### src/rtl/march_pkg.sv
// March C element table, FSM state encoding and small helpers shared by the BIST engine.
package march_pkg;

  localparam int NUM_ELEM = 7;

  typedef struct packed {
    logic dir_down;
    logic has_read;
    logic read_val;
    logic has_write;
    logic write_val;
  } elem_t;

  typedef enum logic [2:0] {
    ST_IDLE,
    ST_RD,
    ST_WAIT,
    ST_CMP,
    ST_WR,
    ST_DONE
  } state_t;

  // The seven March C elements: up(w0) up(r0,w1) up(r1,w0) up(r0) down(r0,w1) down(r1,w0) up(r0)
  localparam elem_t MARCH_C [NUM_ELEM] = '{
    '{1'b0, 1'b0, 1'b0, 1'b1, 1'b0},
    '{1'b0, 1'b1, 1'b0, 1'b1, 1'b1},
    '{1'b0, 1'b1, 1'b1, 1'b1, 1'b0},
    '{1'b0, 1'b1, 1'b0, 1'b0, 1'b0},
    '{1'b1, 1'b1, 1'b0, 1'b1, 1'b1},
    '{1'b1, 1'b1, 1'b1, 1'b1, 1'b0},
    '{1'b0, 1'b1, 1'b0, 1'b0, 1'b0}
  };

  function automatic elem_t elem_desc(input logic [2:0] idx);
    if (idx < 3'(NUM_ELEM)) return MARCH_C[idx];
    return '0;
  endfunction

  // Every address visit starts with its read when the element has one, else with its write.
  function automatic state_t first_op(input elem_t e);
    return e.has_read ? ST_RD : ST_WR;
  endfunction

endpackage

### src/rtl/march_addr_gen.sv
// Loadable up/down address counter; direction is latched at load so the end flags stay stable.
module march_addr_gen #(
  parameter int ADDR_W = 5
) (
  input  logic              clk,
  input  logic              rst_n,
  input  logic              load,
  input  logic              load_down,
  input  logic              step,
  output logic [ADDR_W-1:0] addr,
  output logic              first,
  output logic              last
);

  logic dir_down;

  // Load the element start address and direction, otherwise step in the latched direction.
  always_ff @(posedge clk or negedge rst_n) begin
    if (!rst_n) begin
      addr     <= '0;
      dir_down <= 1'b0;
    end else if (load) begin
      addr     <= load_down ? '1 : '0;
      dir_down <= load_down;
    end else if (step) begin
      addr <= dir_down ? addr - ADDR_W'(1) : addr + ADDR_W'(1);
    end
  end

  assign first = dir_down ? (addr == '1) : (addr == '0);
  assign last  = dir_down ? (addr == '0) : (addr == '1);

endmodule

### src/rtl/march_bist_ctrl.sv
// March C BIST engine: walks seven elements over the RAM, compares reads and records faults.
module march_bist_ctrl
  import march_pkg::*;
#(
  parameter int                ADDR_W       = 5,
  parameter int                DATA_W       = 8,
  parameter logic [DATA_W-1:0] BG0          = 8'h00,
  parameter logic [DATA_W-1:0] BG1          = 8'hFF,
  parameter int                RD_LAT       = 1,
  parameter int                CNT_W        = 8,
  parameter int                STOP_ON_FAIL = 0
) (
  input  logic              clk,
  input  logic              rst_n,
  input  logic              start,
  output logic              busy,
  output logic              done,
  output logic [ADDR_W-1:0] ram_addr,
  output logic [DATA_W-1:0] ram_data_in,
  output logic              ram_write_en,
  input  logic [DATA_W-1:0] ram_data_out,
  output logic              fail,
  output logic [ADDR_W-1:0] fail_addr,
  output logic [2:0]        fail_elem,
  output logic [DATA_W-1:0] fail_data,
  output logic [CNT_W-1:0]  fail_count
);

  localparam int WCNT_W    = (RD_LAT > 2) ? $clog2(RD_LAT) : 1;
  localparam int WAIT_LAST = (RD_LAT > 1) ? RD_LAT - 2 : 0;

  state_t            state, state_nxt;
  logic [2:0]        elem, elem_nxt, elem_inc;
  logic [WCNT_W-1:0] wcnt, wcnt_nxt;
  elem_t             cur;
  logic [DATA_W-1:0] exp_pat;
  logic              ld, ld_down, stp, adv, mismatch, accept, load_q;
  logic              addr_first, addr_last;

  march_addr_gen #(.ADDR_W(ADDR_W)) u_addr (
    .clk       (clk),
    .rst_n     (rst_n),
    .load      (ld),
    .load_down (ld_down),
    .step      (stp),
    .addr      (ram_addr),
    .first     (addr_first),
    .last      (addr_last)
  );

  assign cur      = elem_desc(elem);
  assign elem_inc = elem + 3'd1;
  assign exp_pat  = cur.read_val ? BG1 : BG0;
  assign mismatch = (state == ST_CMP) && (ram_data_out != exp_pat);
  assign accept   = (state == ST_IDLE) && start;

  assign busy         = (state == ST_RD) || (state == ST_WAIT) || (state == ST_CMP) || (state == ST_WR);
  assign ram_write_en = (state == ST_WR);
  assign ram_data_in  = (state == ST_WR) ? (cur.write_val ? BG1 : BG0) : '0;

  // Next state, element/address sequencing; advance happens in the last op of each address.
  always_comb begin
    state_nxt = state;
    elem_nxt  = elem;
    wcnt_nxt  = wcnt;
    ld        = 1'b0;
    ld_down   = elem_desc(elem_inc).dir_down;
    stp       = 1'b0;
    adv       = 1'b0;
    case (state)
      ST_IDLE: begin
        if (start) begin
          ld        = 1'b1;
          ld_down   = elem_desc(3'd0).dir_down;
          elem_nxt  = 3'd0;
          state_nxt = first_op(elem_desc(3'd0));
        end
      end
      ST_RD: begin
        wcnt_nxt  = '0;
        state_nxt = (RD_LAT > 1) ? ST_WAIT : ST_CMP;
      end
      ST_WAIT: begin
        if (wcnt == WCNT_W'(WAIT_LAST)) state_nxt = ST_CMP;
        else wcnt_nxt = wcnt + WCNT_W'(1);
      end
      ST_CMP: begin
        if (mismatch && (STOP_ON_FAIL != 0)) state_nxt = ST_DONE;
        else if (cur.has_write) state_nxt = ST_WR;
        else adv = 1'b1;
      end
      ST_WR:   adv = 1'b1;
      ST_DONE: state_nxt = ST_IDLE;
      default: state_nxt = ST_IDLE;
    endcase
    if (adv) begin
      if (addr_last) begin
        if (elem == 3'(NUM_ELEM - 1)) begin
          state_nxt = ST_DONE;
        end else begin
          elem_nxt  = elem_inc;
          ld        = 1'b1;
          state_nxt = first_op(elem_desc(elem_inc));
        end
      end else begin
        stp       = 1'b1;
        state_nxt = first_op(cur);
      end
    end
  end

  // FSM state, element index and read-latency wait counter.
  always_ff @(posedge clk or negedge rst_n) begin
    if (!rst_n) begin
      state  <= ST_IDLE;
      elem   <= '0;
      wcnt   <= '0;
      load_q <= 1'b0;
    end else begin
      state  <= state_nxt;
      elem   <= elem_nxt;
      wcnt   <= wcnt_nxt;
      load_q <= ld;
    end
  end

  // Run result: done flag, sticky fail, first-fault capture and saturating fail counter.
  always_ff @(posedge clk or negedge rst_n) begin
    if (!rst_n) begin
      done       <= 1'b0;
      fail       <= 1'b0;
      fail_addr  <= '0;
      fail_elem  <= '0;
      fail_data  <= '0;
      fail_count <= '0;
    end else if (accept) begin
      done       <= 1'b0;
      fail       <= 1'b0;
      fail_addr  <= '0;
      fail_elem  <= '0;
      fail_data  <= '0;
      fail_count <= '0;
    end else begin
      if (state_nxt == ST_DONE) done <= 1'b1;
      if (mismatch) begin
        fail <= 1'b1;
        if (fail_count != '1) fail_count <= fail_count + CNT_W'(1);
        if (!fail) begin
          fail_addr <= ram_addr;
          fail_elem <= elem;
          fail_data <= ram_data_out;
        end
      end
    end
  end

  // A freshly loaded element must begin on its first address.
  always_ff @(posedge clk) begin
    if (rst_n && load_q) assert (addr_first);
  end

endmodule

### config.mk
export PLATFORM = sky130hd
export DESIGN_NAME = march_bist_ctrl
export DESIGN_NICKNAME = d
export VERILOG_FILES = /design/src/rtl/march_pkg.sv /design/src/rtl/march_addr_gen.sv /design/src/rtl/march_bist_ctrl.sv
export SDC_FILE = /design/constraint.sdc
export NUM_CORES = 1
export LEC_CHECK = 0
export ABC_AREA = 1
export CORE_MARGIN = 2
export CORE_UTILIZATION = 54
export CTS_CLUSTER_DIAMETER = 80
export DETAILED_ROUTE_END_ITERATION = 16
export HOLD_SLACK_MARGIN = 0.06
export PLACE_DENSITY = 0.85
export SLEW_MARGIN = 25
export SYNTH_ARGS = -nofsm -noshare
export SYNTH_HDL_FRONTEND = slang
export SYNTH_SLANG_ARGS = --single-unit
### constraint.sdc
create_clock -name clk -period 3.8 [get_ports clk]
set_clock_uncertainty 0.05 [all_clocks]
set_input_delay 0.57 -clock clk [delete_from_list [all_inputs] [get_ports clk]]
set_output_delay 0.57 -clock clk [all_outputs]
set_load 0.05 [all_outputs]
==> results of run 1 <==
where the power goes:
part	leakage [nW]	switching (mW)	internal (mW)
clock	0.0482	0.143	0.146
sequential	0.506	0	0.404
combinational	1.00	0.0121	0.00919
total	1.56	0.155	0.560
registers in the layout, summed over array words and instances (netlist names):
name             flops
state                3
fail_addr            5
u_addr.dir_down      1
done                 1
fail_data            8
elem                 3
fail_count           8
fail_elem            3
u_addr.addr          5
fail                 1
cells by family (layout without fill, tap and decap cells):
kind of cell / count (synthesis) / count (layout) / share of synthesized area, %
and+or+nand+nor: 197 / 197 / 38.0
buffers and inverters: 44 / 91 / 9.20
muxes: 1 / 1 / 0.482
AOI/OAI and AO/OA: 11 / 11 / 3.00
adders and majority gates: 10 / 10 / 5.67
DFF: 38 / 38 / 40.7
xor gates and xnor gates: 8 / 8 / 3.00
worst reg2reg max path, cell delays in order, from the launching register on:
cell and delay [ns]:
dfrtp_1 0.45, inv_1 0.12, ha_1 0.24, o211ai_2 0.23
nor3_2 0.09, nor2_4 0.15, nand3_4 0.23, inv_4 0.24
nand2_1 0.08, nand2_1 0.07
path summary, 6_finish.rpt:
kind,to
hold / removal,fail_data[7]$_DFFE_PN0P_
setup reg to reg,fail_data[1]$_DFFE_PN0P_
hold reg to reg,state[1]$_DFF_PN0_
max in group asynchronous,elem[1]$_DFF_PN0_
setup / recovery,ram_data_in[6]
min in group clk,state[1]$_DFF_PN0_
layout by cell type, fill, tap and decap left out, drive strengths merged, types with 5 or more instances in the layout:
cell,netlist,layout
a21oi,5,5
nor2,23,23
ha,9,9
clkdlybuf4s50,0,50
xnor2,5,5
inv,30,30
nand3,45,45
nand2,118,118
clkbuf,1,7
dfrtp,38,38
metal layers:
metal	vias to the layer above	GRT usage [%]	wire (µm)
met1	1002	29.0	2340
met2	57	41.6	2660
li1	1067	-	-
met3	4	5.67	309
met5	-	0	0
met4	0	7.91	49
area by class of cell:
| class | instances | share of cell area [%] |
|---|---|---|
| clock buffer | 7 | 2.96 |
| clock inverter | 1 | 0.172 |
| inverter | 30 | 3.95 |
| multi-input combinational | 227 | 40.2 |
| sequential | 38 | 32.6 |
| tap | 50 | 2.15 |
| timing repair buffer | 53 | 17.9 |
metrics by stage:
stage	utilization, %	worst slack [ns]	cells
after floorplan	-	0.757	309
final	71.3	0.764	406
after global placement	69.0	1.16	398
after CTS	71.3	0.742	406
after detailed placement	69.0	1.06	398
after global routing	71.3	0.549	406
==> metrics.txt, run 1 <==
top_reg_cell synth dfrtp_1; Total Power 0.715 mW; DRC Markers 0; worst min-delay path category in -> async; kind of critical path reg -> out; setup TNS 0 ns; maximum VDD drop 0.216 mV; H-tree depth 2; Reg clk slew, reported paths 0.07 ns; worst-path fanout max 8; Seq/Total Area, Yosys 40.7%; dpl cell area 2820 µm²; Multi-input gate area 1170 µm²; CP required 3.18 ns; outcome finished clean; Synthesis Warnings 0; via/cell ratio 5.25; Leak 1.56 nW; worst hold slack 0.326 ns; slew at the pin closest to its max-slew limit 0.832 ns; first-pass GRT wire length 9400 µm; DIE AREA 4870 µm²; Crit path top cell by count inv_1; Area Growth Syn to Fin 24.6%; GRT overflow 0; max cap viols 0; I/O Pins 52; number of setup buffers added after CTS 0; syn_nets 330; layout cells sized above 1 8.71%; vias in the first global route 2,083; Clock Tree Buf Depth 2; Slew HR 44.5%; Worst path depth 7; worst path bufs/invs 3; DRT Wirelength 5360 µm; slowest cell delay on critical path 0.89 ns; Reg-to-Reg Start elem[0]$_DFF_PN0_; crit-path cells inv_1 > ha_1 > inv_1 > nand2_1 > o211ai_1 > nor2_1 > clkdlybuf4s50_1; FP Rows 23; port buffer count 51; Final Critical Period 3.04 ns; Initial DRT Pass Iterations 4; Die Y 69.8 µm; startpoint types register; R2R depth 9; hpwl dp 3890 µm; drt wl/cell 13.2 µm; CTS Buf Count 5; Initial Util 57.2%; Ant. Diodes 0; Mapped Cells 309; CTS Sinks 38; clock root cell clkbuf_8; routability congestion estimate from global placement 0.879; Synth top cells by count nand2_1, nand3_1, dfrtp_1, inv_1, nor2_1; largest area contributor in the netlist dfrtp_1; Worst Setup SP elem[1]$_DFF_PN0_; CP endpoint kind primary output; syn avg cell area 7.57 µm²; Final Hold Fails 0; filler cell count 344; RSZ-0062 raised after global routing false; PD cells 245 nW/µm²; FF+latch count, synth 38; Async SR Flop Fraction 100%; fin nets 376; EDFF count, synth 0; largest net degree at the start of global routing 39; antenna viol nets, final 0; core region area 4090 µm²; Max Clk Rate 329 MHz; vias 2,130; final instance area 2910 µm²; max-slew violations 0; initial antenna violation count 0; FF/Latch Area 951 µm²; ranking of synthesized cells by area dfrtp_1, nand2_1, nand3_1; # setup viols final 0; Total Routing Usage GR 23.9%; die width 69.8 µm; Worst EP arrival 2.42 ns; Initial DRC Count 183; most frequent cell after synthesis nand2_1; TritonCTS clock tree done; worst reg-to-reg setup slack 1.79 ns; Hold-fix buffers, CTS 0; final worst-path cycle share 79.9%; Syn Std Cell Area 2340 µm²; CP delay by family, top buffers and inverters; clk_lat worst skew 0.29 ns; Synth cell types 36; post-CTS sizing 0; CP max-delay cell clkdlybuf4s50_1; post-synth top area share 40.7%
No activity file was read; power rests on OpenSTA's default activity.
==> inputs of run 2 (changes only) <==
Settings changed: CORE_UTILIZATION 54 to 51, PLACE_DENSITY 0.85 to 0.81.
Clock period 3.8 ns to 2.8 ns, I/O delays scaled along.
==> run 2 against run 1 <==
  * Via count fell by 0.14%
  * Core utilization is 4.0 points lower
  * Sequential power grew 36%
  * Worst setup slack lost 0.44 ns
  * Power rose by 43%
  * Global-route usage shrank 2.5 points
  * Register-to-register slack worse by 1.0 ns
  * Non-clock buffer count unchanged
  * Largest cell class unchanged
  * Largest power group unchanged
  * Highest routed layer unchanged
==> metrics.txt, run 2 (same netlist as run 1, synthesis figures left out) <==
outcome finished clean; Max Clk Rate 404 MHz; CTS Buf Count 5; via/cell ratio 5.21; worst min-delay path category in -> async; Worst Setup SP elem[1]$_DFF_PN0_; # setup viols final 0; CP required 2.33 ns; largest net degree at the start of global routing 39; clk_lat worst skew 0.29 ns; startpoint types register; H-tree depth 2; RSZ-0062 raised after global routing false; Area Growth Syn to Fin 26.1%; CP delay by family, top buffers and inverters; maximum VDD drop 0.171 mV; core region area 4380 µm²; DRT Wirelength 5200 µm; CP max-delay cell dlygate4sd2_1; number of setup buffers added after CTS 0; Reg clk slew, reported paths 0.08 ns; slew at the pin closest to its max-slew limit 0.847 ns; port buffer count 51; pre-CTS setup slack 0.306 ns; Final Critical Period 2.47 ns; I/O Pins 52; vias 2,127; max cap viols 0; Crit path top cell by count inv_1; Slew HR 43.6%; DIE AREA 5140 µm²; biggest regs fail_count (8), fail_data (8); routability congestion estimate from global placement 0.872; PD cells 346 nW/µm²; TritonCTS clock tree done; Final Hold Fails 0; worst path bufs/invs 3; Total Routing Usage GR 21.3%; Clock Tree Buf Depth 2; FP Rows 24; placed cells 400; filler cell count 371; CTS Sinks 38; drt wl/cell 12.7 µm; kind of critical path reg -> out; CP endpoint kind primary output; Initial Util 53.3%; setup TNS 0 ns; Final Instance Count excl. Fillers 408; hpwl dp 3740 µm; slowest cell delay on critical path 0.57 ns; first-pass GRT wire length 8650 µm; worst-path fanout max 8; GRT overflow 0; Total Power 1.02 mW; Initial DRT Pass Iterations 4; vias in the first global route 1,932; most frequent cells in the layout nand2_1, clkdlybuf4s50_1, nand3_1; crit-path cells inv_1 > ha_1 > inv_1 > nand2_1 > o211ai_1 > nor2_2 > dlygate4sd2_1; Final Worst Setup Slack 0.327 ns; final worst-path cycle share 88.3%; initial antenna violation count 0; most common cell after layout, fill and taps aside nand2_1; Initial DRC Count 73; antenna viol nets, final 0; layout cells sized above 1 9.27%; fin nets 376; max-slew violations 0; Die Y 71.7 µm; Ant. Diodes 0; Reg-to-Reg Start elem[1]$_DFF_PN0_; Worst EP arrival 2.00 ns; utilization after layout 67.3%; clock root cell clkbuf_8; die width 71.7 µm; DRC Markers 0; Leak 1.69 nW
## run 2: cell types whose count changed in the layout (fill, tap and decap cells not counted), sizes merged
| cell | change |
|---|---|
| clkdlybuf4s50 | -8 |
| dlygate4sd2 | +2 |
| dlymetal6s2s | +6 |
| clkinv | -1 |
| clkbuf | +1 |
## run 2: stage by stage
stage / instance area (µm²) / hold WS (ns)
6_report: 2950 / 0.179
5_1_grt: 2950 / 0.250
3_3_place_gp: 2830 / 0.414
4_1_cts: 2930 / 0.207
3_5_place_dp: 2830 / 0.424
2_1_floorplan: 2340 / 0.0744
## run 2: routing by layer
metal  GRT usage, %  part of all wire (%)
met3           4.08                   4.0
met4           8.39                   1.5
met5              0                     0
met2           35.4                    49
met1           27.6                    46
## run 2: repair_timing
action / CTS / global route
gates resized for setup: 2 / 6
setup endpoints to repair: 8 / 6
hold endpoints to repair: 0 / 0
hold buffers: 0 / 0
## run 2: final timing paths
path / slack [ns] / endpoint / cells after the start
max in group asynchronous: 1.99 / u_addr.addr[3]$_DFFE_PN0P_ / 1
max: 0.33 / ram_data_in[6] / 7
min reg2reg: 0.44 / state[1]$_DFF_PN0_ / 1
min: 0.18 / fail_count[6]$_DFFE_PN0P_ / 1
min in group clk: 0.44 / state[1]$_DFF_PN0_ / 1
max reg2reg: 0.79 / u_addr.addr[0]$_DFFE_PN0P_ / 10
## run 2: final cells by class
type | count | area [µm²] | area share [%]
sequential | 38 | 951 | 32.2
clock buffer | 8 | 110 | 3.73
tap | 52 | 65.1 | 2.21
multi-input combinational | 227 | 1170 | 39.8
timing repair buffer | 53 | 533 | 18.1
inverter | 30 | 115 | 3.90
## run 2: worst register-to-register path: cells and delay by family, from the launching register on
kind	cells	cell delay (ns)
buffers and inverters	1	0.15
AND/OR/NAND/NOR	8	0.98
adder cells (fa/ha/maj)	1	0.27
flip-flops	1	0.46
## run 2: power breakdown
| group | leakage [nW] | switching, mW | internal, mW | total [mW] |
|---|---|---|---|---|
| clock network | 0.0575 | 0.195 | 0.249 | 0.443 |
| logic | 1.12 | 0.0166 | 0.0125 | 0.0291 |
| registers | 0.506 | 0 | 0.548 | 0.548 |
| total | 1.69 | 0.211 | 0.810 | 1.02 |
